--- config.mk ---
export PLATFORM = sky130hd
export DESIGN_NAME = bin2dec_seq
export DESIGN_NICKNAME = d
export VERILOG_FILES = /design/src/rtl/bin2dec_seq.sv
export SDC_FILE = /design/constraint.sdc
export NUM_CORES = 1
export LEC_CHECK = 0
export ABC_AREA = 1
export ABC_CLOCK_PERIOD_IN_PS = 1460
export CAP_MARGIN = 20
export CORE_ASPECT_RATIO = 0.9
export CORE_MARGIN = 2
export CORE_UTILIZATION = 49
export DETAILED_ROUTE_END_ITERATION = 8
export GPL_TIMING_DRIVEN = 0
export PLACE_DENSITY = 0.76
export RECOVER_POWER = 25
export SETUP_SLACK_MARGIN = 0.15
export SLEW_MARGIN = 15
export SYNTH_ARGS = -nofsm -noshare
export SYNTH_HDL_FRONTEND = slang
export SYNTH_SLANG_ARGS = --single-unit
--- constraint.sdc ---
create_clock -name clk -period 1.46 [get_ports clk]
set_input_delay 0.219 -clock clk [delete_from_list [all_inputs] [get_ports clk]]
set_output_delay 0.219 -clock clk [all_outputs]
set_load 0.01 [all_outputs]
--- src/rtl/bin2dec_seq.sv ---
// Sequential binary-to-BCD converter: shift-and-add-3 over W clocks behind a
// start/done handshake, with sign flag and significant-digit count.
module bin2dec_seq #(
  parameter int unsigned W = 8,
  parameter int unsigned D = 3
) (
  input  logic                     clk,
  input  logic                     rst_n,
  input  logic                     start,
  input  logic                     is_signed,
  input  logic [W-1:0]             din,
  output logic                     busy,
  output logic                     done,
  output logic                     neg,
  output logic [4*D-1:0]           bcd,
  output logic [$clog2(D+1)-1:0]   ndigits
);

  localparam int unsigned NW = $clog2(D + 1);
  localparam int unsigned CW = (W > 1) ? $clog2(W) : 1;

  localparam logic [0:0] IDLE  = 1'b0;
  localparam logic [0:0] SHIFT = 1'b1;

  logic [0:0]     state;
  logic [W-1:0]   mag;
  logic [4*D-1:0] work;
  logic [CW-1:0]  cnt;
  logic           neg_r;

  logic [W-1:0]   din_mag;
  logic           din_neg;
  logic [4*D-1:0] work_adj;
  logic [4*D-1:0] work_next;
  logic [W-1:0]   mag_next;
  logic [NW-1:0]  nd_next;
  logic           last_step;

  // Two's-complement negate as W-bit unsigned: the most negative input maps
  // to 2^(W-1) without overflow.
  assign din_neg = is_signed & din[W-1];
  assign din_mag = din_neg ? (~din + W'(1)) : din;

  always_comb begin
    work_adj = work;
    for (int unsigned d = 0; d < D; d++) begin
      if (work[4*d +: 4] >= 4'd5) begin
        work_adj[4*d +: 4] = work[4*d +: 4] + 4'd3;
      end
    end
  end

  assign work_next = {work_adj[4*D-2:0], mag[W-1]};
  assign mag_next  = {mag[W-2:0], 1'b0};
  assign last_step = (cnt == CW'(W - 1));

  // Digit count from the final work value; an all-zero result reports 1.
  always_comb begin
    nd_next = NW'(1);
    for (int unsigned d = 1; d < D; d++) begin
      if (work_next[4*d +: 4] != 4'd0) begin
        nd_next = NW'(d + 1);
      end
    end
  end

  assign busy = (state == SHIFT);

  always_ff @(posedge clk or negedge rst_n) begin
    if (!rst_n) begin
      state   <= IDLE;
      mag     <= '0;
      work    <= '0;
      cnt     <= '0;
      neg_r   <= 1'b0;
      done    <= 1'b0;
      neg     <= 1'b0;
      bcd     <= '0;
      ndigits <= '0;
    end else begin
      done <= 1'b0;
      case (state)
        IDLE: begin
          if (start) begin
            mag   <= din_mag;
            neg_r <= din_neg;
            work  <= '0;
            cnt   <= '0;
            state <= SHIFT;
          end
        end
        SHIFT: begin
          work <= work_next;
          mag  <= mag_next;
          cnt  <= cnt + CW'(1);
          if (last_step) begin
            bcd     <= work_next;
            neg     <= neg_r;
            ndigits <= nd_next;
            done    <= 1'b1;
            state   <= IDLE;
          end
        end
        default: state <= IDLE;
      endcase
    end
  end

endmodule

## Yosys cells after proc, flatten, opt, wreduce, memory -nomap -nowiden

Index checks and enable logic that the tools add are counted.

- Register bits after elaboration: 41
- Latch bits: 0
- Memory bits (writable): 0
- ROM bits: 0
- Input bits: 12
- Output and inout port bits: 17
- Logic and storage cells: 43
- Memories: 0

- $add $sub $neg: 5
- Multipliers: 0
- Divide/modulo/power cells: 0
- Magnitude comparators: 3
- Equal/unequal tests: 2
- Shift-type cells: 0
- Multiplexer cells: 17
- Bitwise logic cells: 3
- Reductions and logical operators: 4

Operators by type and width:

| operator | number |
|---|---|
| 12-bit one-hot mux with 2 select lines | 1 |
| 8-bit two-way mux | 2 |
| 8-bit one-hot mux with 2 select lines | 1 |
| 4-bit by 3-bit greater-or-equal comparator with 1-bit output (second input constant) | 3 |
| 12-bit two-way mux | 1 |
| 4-bit by 2-bit adder with 4-bit output (second input constant) | 2 |
| 8-bit by 1-bit adder with 8-bit output (second input constant) | 1 |
| 4-bit two-way mux | 2 |
| 8-bit NOT | 1 |
| 4-bit nonzero test | 2 |
| 3-bit two-way mux | 2 |
| 3-bit one-hot mux with 2 select lines | 1 |
| 1-bit two-way mux | 4 |
| 2-bit two-way mux | 2 |
| 2-bit AND reduction | 2 |
| 3-bit by 1-bit adder with 3-bit output (second input constant) | 1 |
| 3-bit by 2-bit adder with 3-bit output (second input constant) | 1 |
| 3-bit == test (second input constant) | 1 |
| 2-bit != test (second input constant) | 1 |
| 1-bit one-hot mux with 2 select lines | 1 |
| 1-bit bitwise AND | 1 |
| 1-bit NOT | 1 |

## Depth between registers and ports, before layout

Gate-level depths: netlist (run 1).

- Depth after elaboration: 5
- Depth in mapped cells: 11
- Mapped depth without buffers: 11

## Worst setup path after synthesis (run 1)

OpenSTA, ideal clock, no wires.

- Kind: register to register
- From: reg work[8]
- To: reg ndigits[0]
- Library setup time: 117 ps
- Data arrival time: 1281 ps
- Required time: 1343 ps
- Slack: 62 ps
- Stages on the path, launching flop included: 12
- Path buffers: 0
- Clock period less this slack: 1398 ps
- Cell sequence: dfrtp_1 > inv_1 > ha_1 > inv_1 > nand2_1 > nand3_1 > nand2_1 > nand2_1 > nor2_1 > nand2_1 > nor2_1 > nor2_1

- Longest elaborated chain between the ends: 4
- Elaborated cells between the ends (all ways): 5
- Classes of those cells: 1 x add/sub; 1 x order compare; 2 x mux; 1 x reduce/logical

Ends and longest elaborated chain:

| item | RTL line | text |
|---|---|---|
| start: declaration | 27 | `logic [4*D-1:0] work;` |
| start signal: assignment | 93 | `work <= work_next;` |
| 4-bit by 3-bit greater-or-equal comparator with 1-bit output / 3-bit by 2-bit adder with 3-bit output (equally long branches) | 47, 48 |  |
| 3-bit two-way mux * | 47 | `if (work[4*d +: 4] >= 4'd5) begin` |
| 4-bit nonzero test * | 61 | `if (work_next[4*d +: 4] != 4'd0) begin` |
| 2-bit two-way mux * | 61 |  |
| end signal: assignment | 99 | `ndigits <= nd_next;` |
| end: declaration | 16 | `output logic [$clog2(D+1)-1:0] ndigits` |

Every way passes the cells marked *; elsewhere a longest branch is shown, timed or not.
A chain may end at the register's enable or synchronous reset.

## Worst setup path after layout (run 1)

Ends and elaborated chain as after synthesis.

==> metrics.md, run 1 <==
| Metric | Value |
|---|---|
| Status | complete, no violations |
| Cts bufs inserted | 5 |
| Initial DRC count | 158 |
| R2R cell count | 11 |
| Detailed Route WL | 5.47 mm |
| Mean post-synth cell area | 8.51 um2 |
| Area Growth Syn to Fin | 46.5% |
| Die height | 65.6 um |
| Reg2Reg Launch Point | work[8]$_DFFE_PN0P_ |
| Worst setup SP type | flop |
| Final #Nets | 323 |
| Die Width | 72.5 um |
| Post-synthesis cell count | 243 |
| Final setup fails | 0 |
| Crit path arrival time | 1650 ps |
| CTS Sinks | 41 |
| CP cell instances | inv_2, ha_4, inv_2, nand2_4, nand3_4, nand2_1, nand2_1, nor2_1, nand2_1, nor2_1, nor2_1 |
| Detailed Place HPWL | 3.19 mm |
| Die area | 4750 um2 |
| Pwr dens | 2490 nW/um2 |
| CTS tree | built |
| Tcrit/Tclk final | 0.989 |
| Wirelength per Cell | 15.6 um |
| Core Area | 4070 um2 |
| Maximum clock rate | 0.692 GHz |
| Port buffer count | 28 |
| Synth unique cells | 27 |
| Largest net degree at the start of global routing | 34 |
| Fillcell total | 284 |
| Aggregate global-route resource usage | 0.239 |
| Placed Cells | 320 |
| Via density | 5.56 |
| Slowest CP cell | dfrtp_1 |
| Reg-to-Reg End | ndigits[0]$_DFFE_PN0P_ |
| Bufs on Longest Clock Path | 2 |
| Required @ worst endpoint | 1660 ps |
| Final TNS setup | 0 ps |
| Hold slack | 341 ps |
| Number of global-route vias before repair | 1889 |
| Post-synth top flop | dfrtp_1 |
| Fin area | 3030 um2 |
| Met1 wire length | 2.31 mm |
| RSZ-0062 raised after global routing | yes |
| CP Capture Type | flop |
| Yosys top cell area share | 0.496 |
| Tmin final | 1440 ps |
| First-pass GRT wire length | 8.57 mm |
| Clock slew at reported path FFs | 90 ps |
| GRT overflow | 0 |
| Multi-input gate area | 1180 um2 |
| Util after Layout | 0.744 |
| Pins Over Slew Limit | 0 |
| Slowest stage delay, CP | 440 ps |
| CP Max Fanout | 6 |
| Met2 wire length | 2.74 mm |
| Syn Nets | 264 |
| Worst skew pair latency | 310 ps |
| Area contributors post-synth | dfrtp_1, nand2_1, ha_1, o21ai_0, inv_1 |
| Seq/Total Area, Yosys | 0.496 |
| # DRC | 0 |
| Initial Util | 0.507 |
| Post-synth EDFFs | 0 |
| Final hold violations | 0 |
| Area occupied by registers | 1030 um2 |
| Ys async rst share | 1.00 |
| Clock root cell | clkbuf_8 |
| Synthesized cell area | 2070 um2 |
| Critical path type | reg -> reg |
| Leak Pwr | 1.45 nW |
| Initial antenna violation count | 0 |
| Detail Route Antenna Nets | 0 |
| Top Layer Used | met4 |
| Number of synthesized register bits | 41 |
| Routed wl met3 | 288 um |
| TritonRoute pass-1 iters | 4 |
| Routability cong. | 0.784 |
| Least-Margin Pin Slew | 463 ps |
| Top-Level Pins | 29 |
| Layout cells sized above 1 | 0.356 |
| # rows | 22 |
| FF-to-FF setup slack | 20 ps |
| Relative slew slack | 0.692 |
| Worst vdd ir | 0.00159 V |
| Finished Layout Cells | 351 |
| Synth Warn # | 0 |
| Final Skew | 8.36 ps |
| Antenna cells | 0 |
| Synth cell count leaders | nand2_1, dfrtp_1, inv_1 |
| H-tree depth | 2 |
| DP Area | 2430 um2 |
| HP Class | in -> async |
| # Max-Cap Violations | 0 |
| Synth area leader | dfrtp_1 |
| Detailed-route via count | 1951 |
| Most frequent cell after synthesis | nand2_1 |
-- final cells by class --
class / count / share of cell area
sequential: 41 / 0.340
multi-input combinational: 168 / 0.390
buffer: 6 / 0.0202
inverter: 28 / 0.0355
tap: 48 / 0.0198
timing repair buffer: 52 / 0.151
clock buffer: 5 / 0.0227
clock inverter: 3 / 0.0215
-- cells in the final DEF (no fill, tap or decap), types with 3 or more instances in the layout --
cell type | netlist | final
a21oi_1 | 3 | 3
a22oi_1 | 6 | 6
buf_4 | 1 | 21
buf_6 | 0 | 4
clkbuf_8 | 0 | 5
clkdlybuf4s50_1 | 0 | 10
dfrtp_1 | 41 | 39
dlygate4sd2_1 | 0 | 17
ha_2 | 0 | 3
ha_4 | 0 | 6
inv_1 | 25 | 13
inv_2 | 2 | 14
nand2_1 | 61 | 42
nand2_2 | 5 | 19
nand2_4 | 0 | 5
nand3_1 | 9 | 6
nand3_4 | 0 | 3
nand4_1 | 7 | 7
nor2_1 | 17 | 15
o21ai_0 | 22 | 10
o21ai_1 | 3 | 10
o21ai_2 | 0 | 4
o22ai_1 | 12 | 7
o22ai_2 | 0 | 5
-- how the worst max path moves through the flow --
stage	start	end	slack [ps]
3_3_place_gp	rst_n	bcd[11]$_DFFE_PN0P_	-860
6_report	work[8]$_DFFE_PN0P_	ndigits[0]$_DFFE_PN0P_	20
2_1_floorplan	work[4]$_DFFE_PN0P_	ndigits[0]$_DFFE_PN0P_	130
3_5_place_dp	din[0]	mag[4]$_DFFE_PN0P_	-90
5_1_grt	work[9]$_DFFE_PN0P_	ndigits[0]$_DFFE_PN0P_	-70
4_1_cts	work[8]$_DFFE_PN0P_	ndigits[0]$_DFFE_PN0P_	60
-- cells by family after synthesis --
logic type                 Yosys count  synth area share
adders and majority gates            9            0.0545
buffers and inverters               34            0.0660
xor gates and xnor gates             3            0.0127
and+or+nand+nor                    106             0.229
AOI/OAI and AO/OA                   50             0.141
DFF                                 41             0.496
-- sequential cells by signal, summed over array words and instances, names as in the netlist --
register	count
neg_r	1
done	1
mag	8
cnt	3
work	12
ndigits	2
bcd	12
busy	1
neg	1
-- metrics by stage --
stage / total power, mW / setup WS [ps]
final: 7.54 / 15.6
after floorplan: 3.94 / 132
after detailed placement: 4.95 / -88.9
after CTS: 6.56 / 59.8
after global routing: 8.10 / -67.6
after global placement: 4.83 / -856
-- power by group --
group | total, mW | internal, mW | switching [mW]
Clock | 1.11 | 0.679 | 0.432
Sequential | 2.06 | 1.68 | 0.384
Combinational | 4.37 | 1.95 | 2.42
Total | 7.54 | 4.31 | 3.24
-- worst max-delay path, delay by kind of cell (launching register included) --
| kind | cells | cell delay [ps] |
|---|---|---|
| and+or+nand+nor | 8 | 630 |
| adders and majority gates | 1 | 120 |
| buffers and inverters | 2 | 140 |
| DFF | 1 | 440 |
-- layer usage --
layer  up-vias  global-route usage
li1        931                   -
met1       942               0.290
met2        68               0.407
met3        10              0.0644
met4         0              0.0880
met5         -                   0
-- repair_timing --
| item | in CTS | in global routing |
|---|---|---|
| resized for setup | 60 | 55 |
| endpoints found under the hold margin | 8 | 0 |
| gates cloned | 0 | 1 |
| hold buffers | 1 | 0 |
| endpoints found under the setup margin | 41 | 38 |
| pin swaps | 12 | 23 |
| setup buffers | 13 | 8 |
Power figures use the tool's default switching activity.
==> inputs of run 2 (changes only) <==
==> constraint.sdc (replaced) <==
create_clock -name clk -period 1.46 [get_ports clk]
set_input_delay 0.292 -clock clk [delete_from_list [all_inputs] [get_ports clk]]
set_output_delay 0.292 -clock clk [all_outputs]
set_load 0.01 [all_outputs]
==> run 2 against run 1 <==
The run now ends with negative setup slack left. Core utilization up 3.9 points. First-iteration DRC count down 22%. Cell count up 1.4%. Global-route usage up 1.1 points. Maximum frequency down 2.9%. Power up 6.3%. Via count up 3.5%. Die area unchanged.
==> metrics.md, run 2 (same netlist as run 1, synthesis figures left out) <==
| Metric | Value |
|---|---|
| Die area | 4750 um2 (unchanged) |
| Detailed-route via count | 2020 (+3.5%) |
| Biggest regs | bcd x12, work x12, mag x8 |
| CTS tree | built |
| Port buffer count | 28 (unchanged) |
| Bufs on Longest Clock Path | 2 (unchanged) |
| Final setup fails | 1 (+1) |
| # DRC | 0 (unchanged) |
| CP Capture Type | flop |
| HP Class | in -> reg |
| Via density | 5.67 (+2.1%) |
| Final #Nets | 328 (+1.5%) |
| Initial DRC count | 124 (-22%) |
| Final Skew | 9.42 ps (+1.06 ps) |
| Core Area | 4070 um2 (unchanged) |
| # rows | 22 (unchanged) |
| Tot Pwr | 8.02 mW (+6.3%) |
| Hold Crit Depth | 3 |
| Worst Setup SP | work[4]$_DFFE_PN0P_ |
| Final hold violations | 0 (unchanged) |
| Critical path type | reg -> reg |
| Pins Over Slew Limit | 0 (unchanged) |
| Area Growth Syn to Fin | 54.2% |
| Violated checks | negative setup slack |
| Initial Util | 0.507 (unchanged) |
| Cts bufs inserted | 5 (unchanged) |
| R2R cell count | 11 (unchanged) |
| Min-delay src | din[1] |
| First-pass GRT wire length | 9.00 mm (+5.1%) |
| Final worst setup slack | -27.5 ps (-43.1 ps) |
| Required @ worst endpoint | 1660 ps (about the same) |
| Routability cong. | 0.784 (unchanged) |
| Worst vdd ir | 0.00162 V (+2.0%) |
| Fillcell total | 256 (-9.9%) |
| Leak Pwr | 1.50 nW (+3.9%) |
| GRT overflow | 0 (unchanged) |
| # Max-Cap Violations | 0 (unchanged) |
| Crit path arrival time | 1690 ps (+40 ps) |
| Detail Route Antenna Nets | 0 (unchanged) |
| Clock root cell | clkbuf_8 |
| Layout cells sized above 1 | 0.406 (+0.0494) |
| TritonRoute pass-1 iters | 5 (+1) |
| Worst skew pair latency | 310 ps (about the same) |
| Aggregate global-route resource usage | 0.249 (+0.0105) |
| CTS Sinks | 41 (unchanged) |
| RSZ-0062 raised after global routing | yes |
| H-tree depth | 2 (unchanged) |
| Clock slew at reported path FFs | 80 ps (about the same) |
| Detailed Route WL | 6.08 mm (+11%) |
| Relative slew slack | 0.652 (-0.0401) |
| Least-Margin Pin Slew | 523 ps (+60.1 ps) |
| Detailed Place HPWL | 3.19 mm (unchanged) |
| Pwr dens | 2520 nW/um2 (+1.1%) |
| Commonest cells after routing, fill and taps aside | dfrtp_1, nand2_1, buf_4 |
| Antenna cells | 0 (unchanged) |
| Largest net degree at the start of global routing | 34 (unchanged) |
| Reg2Reg Launch Point | work[4]$_DFFE_PN0P_ |
| FF-to-FF setup slack | -30 ps (-40 ps) |
| Worst setup SP type | flop |
| Die Width | 72.5 um (unchanged) |
| CP Max Fanout | 5 (-1) |
| Status | complete, but fails checks |
| Pre-CTS WS | -162 ps (-73.0 ps) |
| Wirelength per Cell | 17.1 um (+9.5%) |
| Number of global-route vias before repair | 1984 (+5.0%) |
| Last element of the critical path | ndigits[0]$_DFFE_PN0P_ |
| Most common cell after layout, fill and taps aside | dfrtp_1 |
| Reg-to-Reg End | ndigits[0]$_DFFE_PN0P_ |
| Tcrit/Tclk final | 1.02 (+0.0295) |
| Die height | 65.6 um (unchanged) |
| Tmin final | 1490 ps (+43.1 ps) |
| Initial antenna violation count | 0 (unchanged) |
| Maximum clock rate | 0.672 GHz (-2.9%) |
| Top-Level Pins | 29 (unchanged) |
==> run 2: cell count changes in the layout (fill, tap and decap cells not counted), sizes merged <==
cell and delta:
clkdlybuf4s15 +7, dlygate4sd2 -7, buf +5, clkdlybuf4s50 -1, dlymetal6s2s +1
==> run 2: area by class of cell <==
class / count / area, um2 / share of cell area
well taps: 48 / 60.1 / 0.0188
repair buffers: 57 / 527 / 0.165
plain buffers: 6 / 77.6 / 0.0243
clock buffers: 5 / 68.8 / 0.0216
inverters: 28 / 110 / 0.0346
multi-input cells: 168 / 1250 / 0.392
flip-flops and latches: 41 / 1030 / 0.323
clock inverters: 3 / 65.1 / 0.0204
==> run 2: where the power goes <==
part / leakage [nW] / switching (mW) / internal (mW)
clock: 0.0681 / 0.429 / 0.680
sequential: 0.506 / 0.448 / 1.68
combinational: 0.929 / 2.63 / 2.16
total: 1.50 / 3.51 / 4.51
==> run 2: critical path, stage by stage, from the launching register on <==
cell and delay [ps]:
dfrtp_1 440, inv_2 120, ha_4 140, inv_2 40, nand2_4 70, nand3_2 100
nand2_1 120, nand2_2 80, nand2_2 90, nor2_4 40, nor2_1 100, nor2_1 40
==> run 2: what timing repair did <==
| action | CTS | global route |
|---|---|---|
| setup endpoints to repair | 41 | 38 |
| hold endpoints to repair | 8 | 0 |
| hold buffers | 1 | 0 |
| buffers inserted | 14 | 11 |
| pin swaps | 13 | 22 |
| resized for setup | 61 | 88 |
| gates cloned | 1 | 1 |
==> run 2: how the worst min path moves through the flow <==
stage	end
3_5_place_dp	bcd[2]$_DFFE_PN0P_
3_3_place_gp	neg$_DFFE_PN0P_
4_1_cts	bcd[2]$_DFFE_PN0P_
2_1_floorplan	bcd[0]$_DFFE_PN0P_
5_1_grt	mag[1]$_DFFE_PN0P_
6_report	mag[1]$_DFFE_PN0P_
==> run 2: metal layers <==
layer | wire, um | GRT usage | vias up
met2 | 3160 | 0.436 | 75
met5 | 0 | 0 | -
li1 | - | - | 941
met1 | 2430 | 0.297 | 982
met3 | 287 | 0.0598 | 22
met4 | 198 | 0.0949 | 0
==> run 2: per-stage QoR <==
| step | hold WS, ps | utilization | area [um2] | std cells | setup TNS (ps) |
|---|---|---|---|---|---|
| final | 310 | 0.782 | 3190 | 356 | -27.5 |
| after global routing | 348 | 0.782 | 3190 | 356 | -192 |
| after CTS | 359 | 0.689 | 2810 | 344 | 0 |
| after detailed placement | 159 | 0.598 | 2430 | 320 | -421 |
| after global placement | 462 | 0.594 | 2420 | 319 | -38320 |
| after floorplan | -3.59 | - | 2080 | 243 | 0 |
==> inputs of run 3 (changes only) <==
Settings changed: CORE_ASPECT_RATIO 0.9 to 0.5, SLEW_MARGIN 15 to 30.
==> run 3 against run 2 <==
The flow still finishes with violations (negative setup slack). Register-to-register slack hardly changed. Sequential share of layout area rose by 2.1 points. Sequential power fell by 3%. Cell count did not move. Non-clock buffer count down 5. Critical path depth is 1 lower. Worst hold slack better by 180 ps. Clock skew down 4.3 ps. Power fell by 8.7%. First-iteration DRC count is 31% lower. Critical endpoint unchanged.
==> metrics.md, run 3 (same netlist as run 1, synthesis figures left out) <==
| Metric | Value |
|---|---|
| HP Class | reg -> reg |
| First-pass GRT wire length | 7.91 mm (-12%) |
| Worst setup SP type | flop |
| Detail Route Antenna Nets | 0 (unchanged) |
| Bufs on Longest Clock Path | 2 (unchanged) |
| Die height | 49.9 um (-24%) |
| Multi-input gate area | 1170 um2 (-6.3%) |
| Cts bufs inserted | 5 (unchanged) |
| Maximum clock rate | 0.675 GHz (+0.35%) |
| Buffer and inverter count on the worst path | 2 (unchanged) |
| Relative slew slack | 0.504 (-0.148) |
| Slowest stage delay, CP | 390 ps (-50 ps) |
| Detailed-route via count | 1917 (-5.1%) |
| Commonest cells after routing, fill and taps aside | nand2_1, dfrtp_1, dlygate4sd2_1, buf_4, nor2_1 |
| Violated checks | negative setup slack |
| Final #Nets | 323 (-1.5%) |
| Pwr dens | 2450 nW/um2 (-2.7%) |
| Internal | 4.11 mW (-8.9%) |
| Biggest regs | bcd x12, work x12, mag x8 |
| Least-Margin Pin Slew | 744 ps (+222 ps) |
| Port buffer count | 28 (unchanged) |
| Routability cong. | 0.846 (+8.0%) |
| Tmin final | 1480 ps (-5.20 ps) |
| CTS tree | built |
| Psw | 3.21 mW (-8.5%) |
| Initial antenna violation count | 0 (unchanged) |
| # Max-Cap Violations | 0 (unchanged) |
| Final setup fails | 1 (unchanged) |
| Via density | 5.38 (-5.1%) |
| Area occupied by registers | 1030 um2 (unchanged) |
| Clock root cell | clkbuf_8 |
| # DRC | 0 (unchanged) |
| Detailed Place HPWL | 3.15 mm (-1.1%) |
| Antenna cells | 0 (unchanged) |
| Fillcell total | 261 (+2.0%) |
| Most common cell after layout, fill and taps aside | nand2_1 |
| Critical path type | reg -> reg |
| CP Capture Type | flop |
| Worst Setup SP | work[5]$_DFFE_PN0P_ |
| Final TNS setup | -22.3 ps (+5.20 ps) |
| Final worst setup slack | -22.3 ps (+5.20 ps) |
| Die area | 4790 um2 (+0.65%) |
| Worst vdd ir | 0.000808 V (-50%) |
| Reg2Reg Launch Point | work[5]$_DFFE_PN0P_ |
| Slowest CP cell | dfrtp_1 |
| Top delay family on crit path | simple AND/OR/NAND/NOR gates |
| Clock slew at reported path FFs | 80 ps (about the same) |
| Final hold violations | 0 (unchanged) |
| Area Growth Syn to Fin | 44.7% |
| CTS Sinks | 41 (unchanged) |
| CP cell instances | inv_2, ha_4, inv_2, nand2_4, nand4_1, nand2_4, nand2_2, nor2_4, nor2_1, nor2_1 |
| Initial DRC count | 85 (-31%) |
| Top-Level Pins | 29 (unchanged) |
| Number of global-route vias before repair | 1753 (-12%) |
| Core Area | 3980 um2 (-2.2%) |
| Status | complete, but fails checks |
| GRT overflow | 0 (unchanged) |
| Crit. path cell count | 10 (-1) |
| Wirelength per Cell | 15.1 um (-12%) |
| Pins Over Slew Limit | 0 (unchanged) |
| Required @ worst endpoint | 1690 ps (+30 ps) |
| Die Width | 95.9 um (+32%) |
| Largest net degree at the start of global routing | 29 (-15%) |
| Crit path arrival time | 1710 ps (+20 ps) |
| CP Max Fanout | 5 (unchanged) |
| R2R cell count | 10 (-1) |
| Tot Pwr | 7.32 mW (-8.7%) |
| Leak Pwr | 1.44 nW (-4.3%) |
| Seq pwr share | 0.280 (+0.015) |
| # rows | 16 (-27%) |
| Detailed Route WL | 5.36 mm (-12%) |
| H-tree depth | 2 (unchanged) |
| RSZ-0062 raised after global routing | yes |
| Final Skew | 5.13 ps (-4.29 ps) |
| Worst skew pair latency | 300 ps (about the same) |
| Clock share of power | 0.103 (-0.035) |
| Layout cells sized above 1 | 0.331 (-0.0747) |
| Logic pwr share | 0.617 (+0.020) |
| Hold Crit Depth | 2 (-1) |
| Aggregate global-route resource usage | 0.218 (-0.0312) |
| Initial Util | 0.519 (+0.0115) |
| Tcrit/Tclk final | 1.02 (-0.00356) |
| Sw Share | 0.438 (+0.00117) |
| Min-delay src | bcd[3]$_DFFE_PN0P_ |
| TritonRoute pass-1 iters | 4 (-1) |
-- run 3: tightest hold or removal path: stages (launching register included) --
cell,delay (ps)
dfrtp_1,340
nand2_1,50
o21ai_0,60
-- run 3: worst paths after layout --
path                            slack, ps                endpoint
worst min-delay path                  480      bcd[3]$_DFFE_PN0P_
worst max register to register        -20  ndigits[0]$_DFFE_PN0P_
min in group asynchronous             570      mag[0]$_DFFE_PN0P_
max in group asynchronous             180     work[4]$_DFFE_PN0P_
worst max-delay path                  -20  ndigits[0]$_DFFE_PN0P_
worst min register to register        480      bcd[3]$_DFFE_PN0P_
-- run 3: what timing repair did --
action,CTS,global route
endpoints found under the setup margin,39,32
hold endpoints to repair,13,0
hold buffers,1,0
resized for setup,64,48
pin swaps,18,19
setup buffers,17,5
-- run 3: stage by stage --
| step | std cells | hold WS, ps | util | area, um2 | setup WS [ps] |
|---|---|---|---|---|---|
| final | 356 | 485 | 0.751 | 2990 | -22.3 |
| after global routing | 356 | 517 | 0.751 | 2990 | -104 |
| after detailed placement | 326 | 208 | 0.613 | 2440 | -150 |
| after CTS | 351 | 427 | 0.702 | 2800 | 23.5 |
| after floorplan | 243 | -3.59 | - | 2080 | 132 |
| after global placement | 325 | 461 | 0.609 | 2430 | -874 |
-- run 3: layout make-up --
class / instances / area share
Clock buffer: 7 / 0.0289
Tap cell: 54 / 0.0226
Inverter: 28 / 0.0377
Sequential cell: 41 / 0.344
Buffer: 6 / 0.0205
Timing Repair Buffer: 52 / 0.155
Multi-Input combinational cell: 168 / 0.392
-- run 3: power groups by stage --
stage,Clock [mW],Combinational [mW],Sequential (mW)
after floorplan,0,1.89,2.06
after global placement,0,2.80,1.99
after detailed placement,0,2.91,2.02
after CTS,0.756,3.70,2.00
after global routing,0.810,4.91,2.11
final,0.753,4.52,2.05
-- run 3: per-layer routing --
layer | GRT usage | share of wire | routed length, um
met1 | 0.276 | 0.43 | 2310
met2 | 0.372 | 0.50 | 2690
met3 | 0.0474 | 0.051 | 275
met4 | 0.0762 | 0.016 | 87
met5 | 0 | 0 | 0
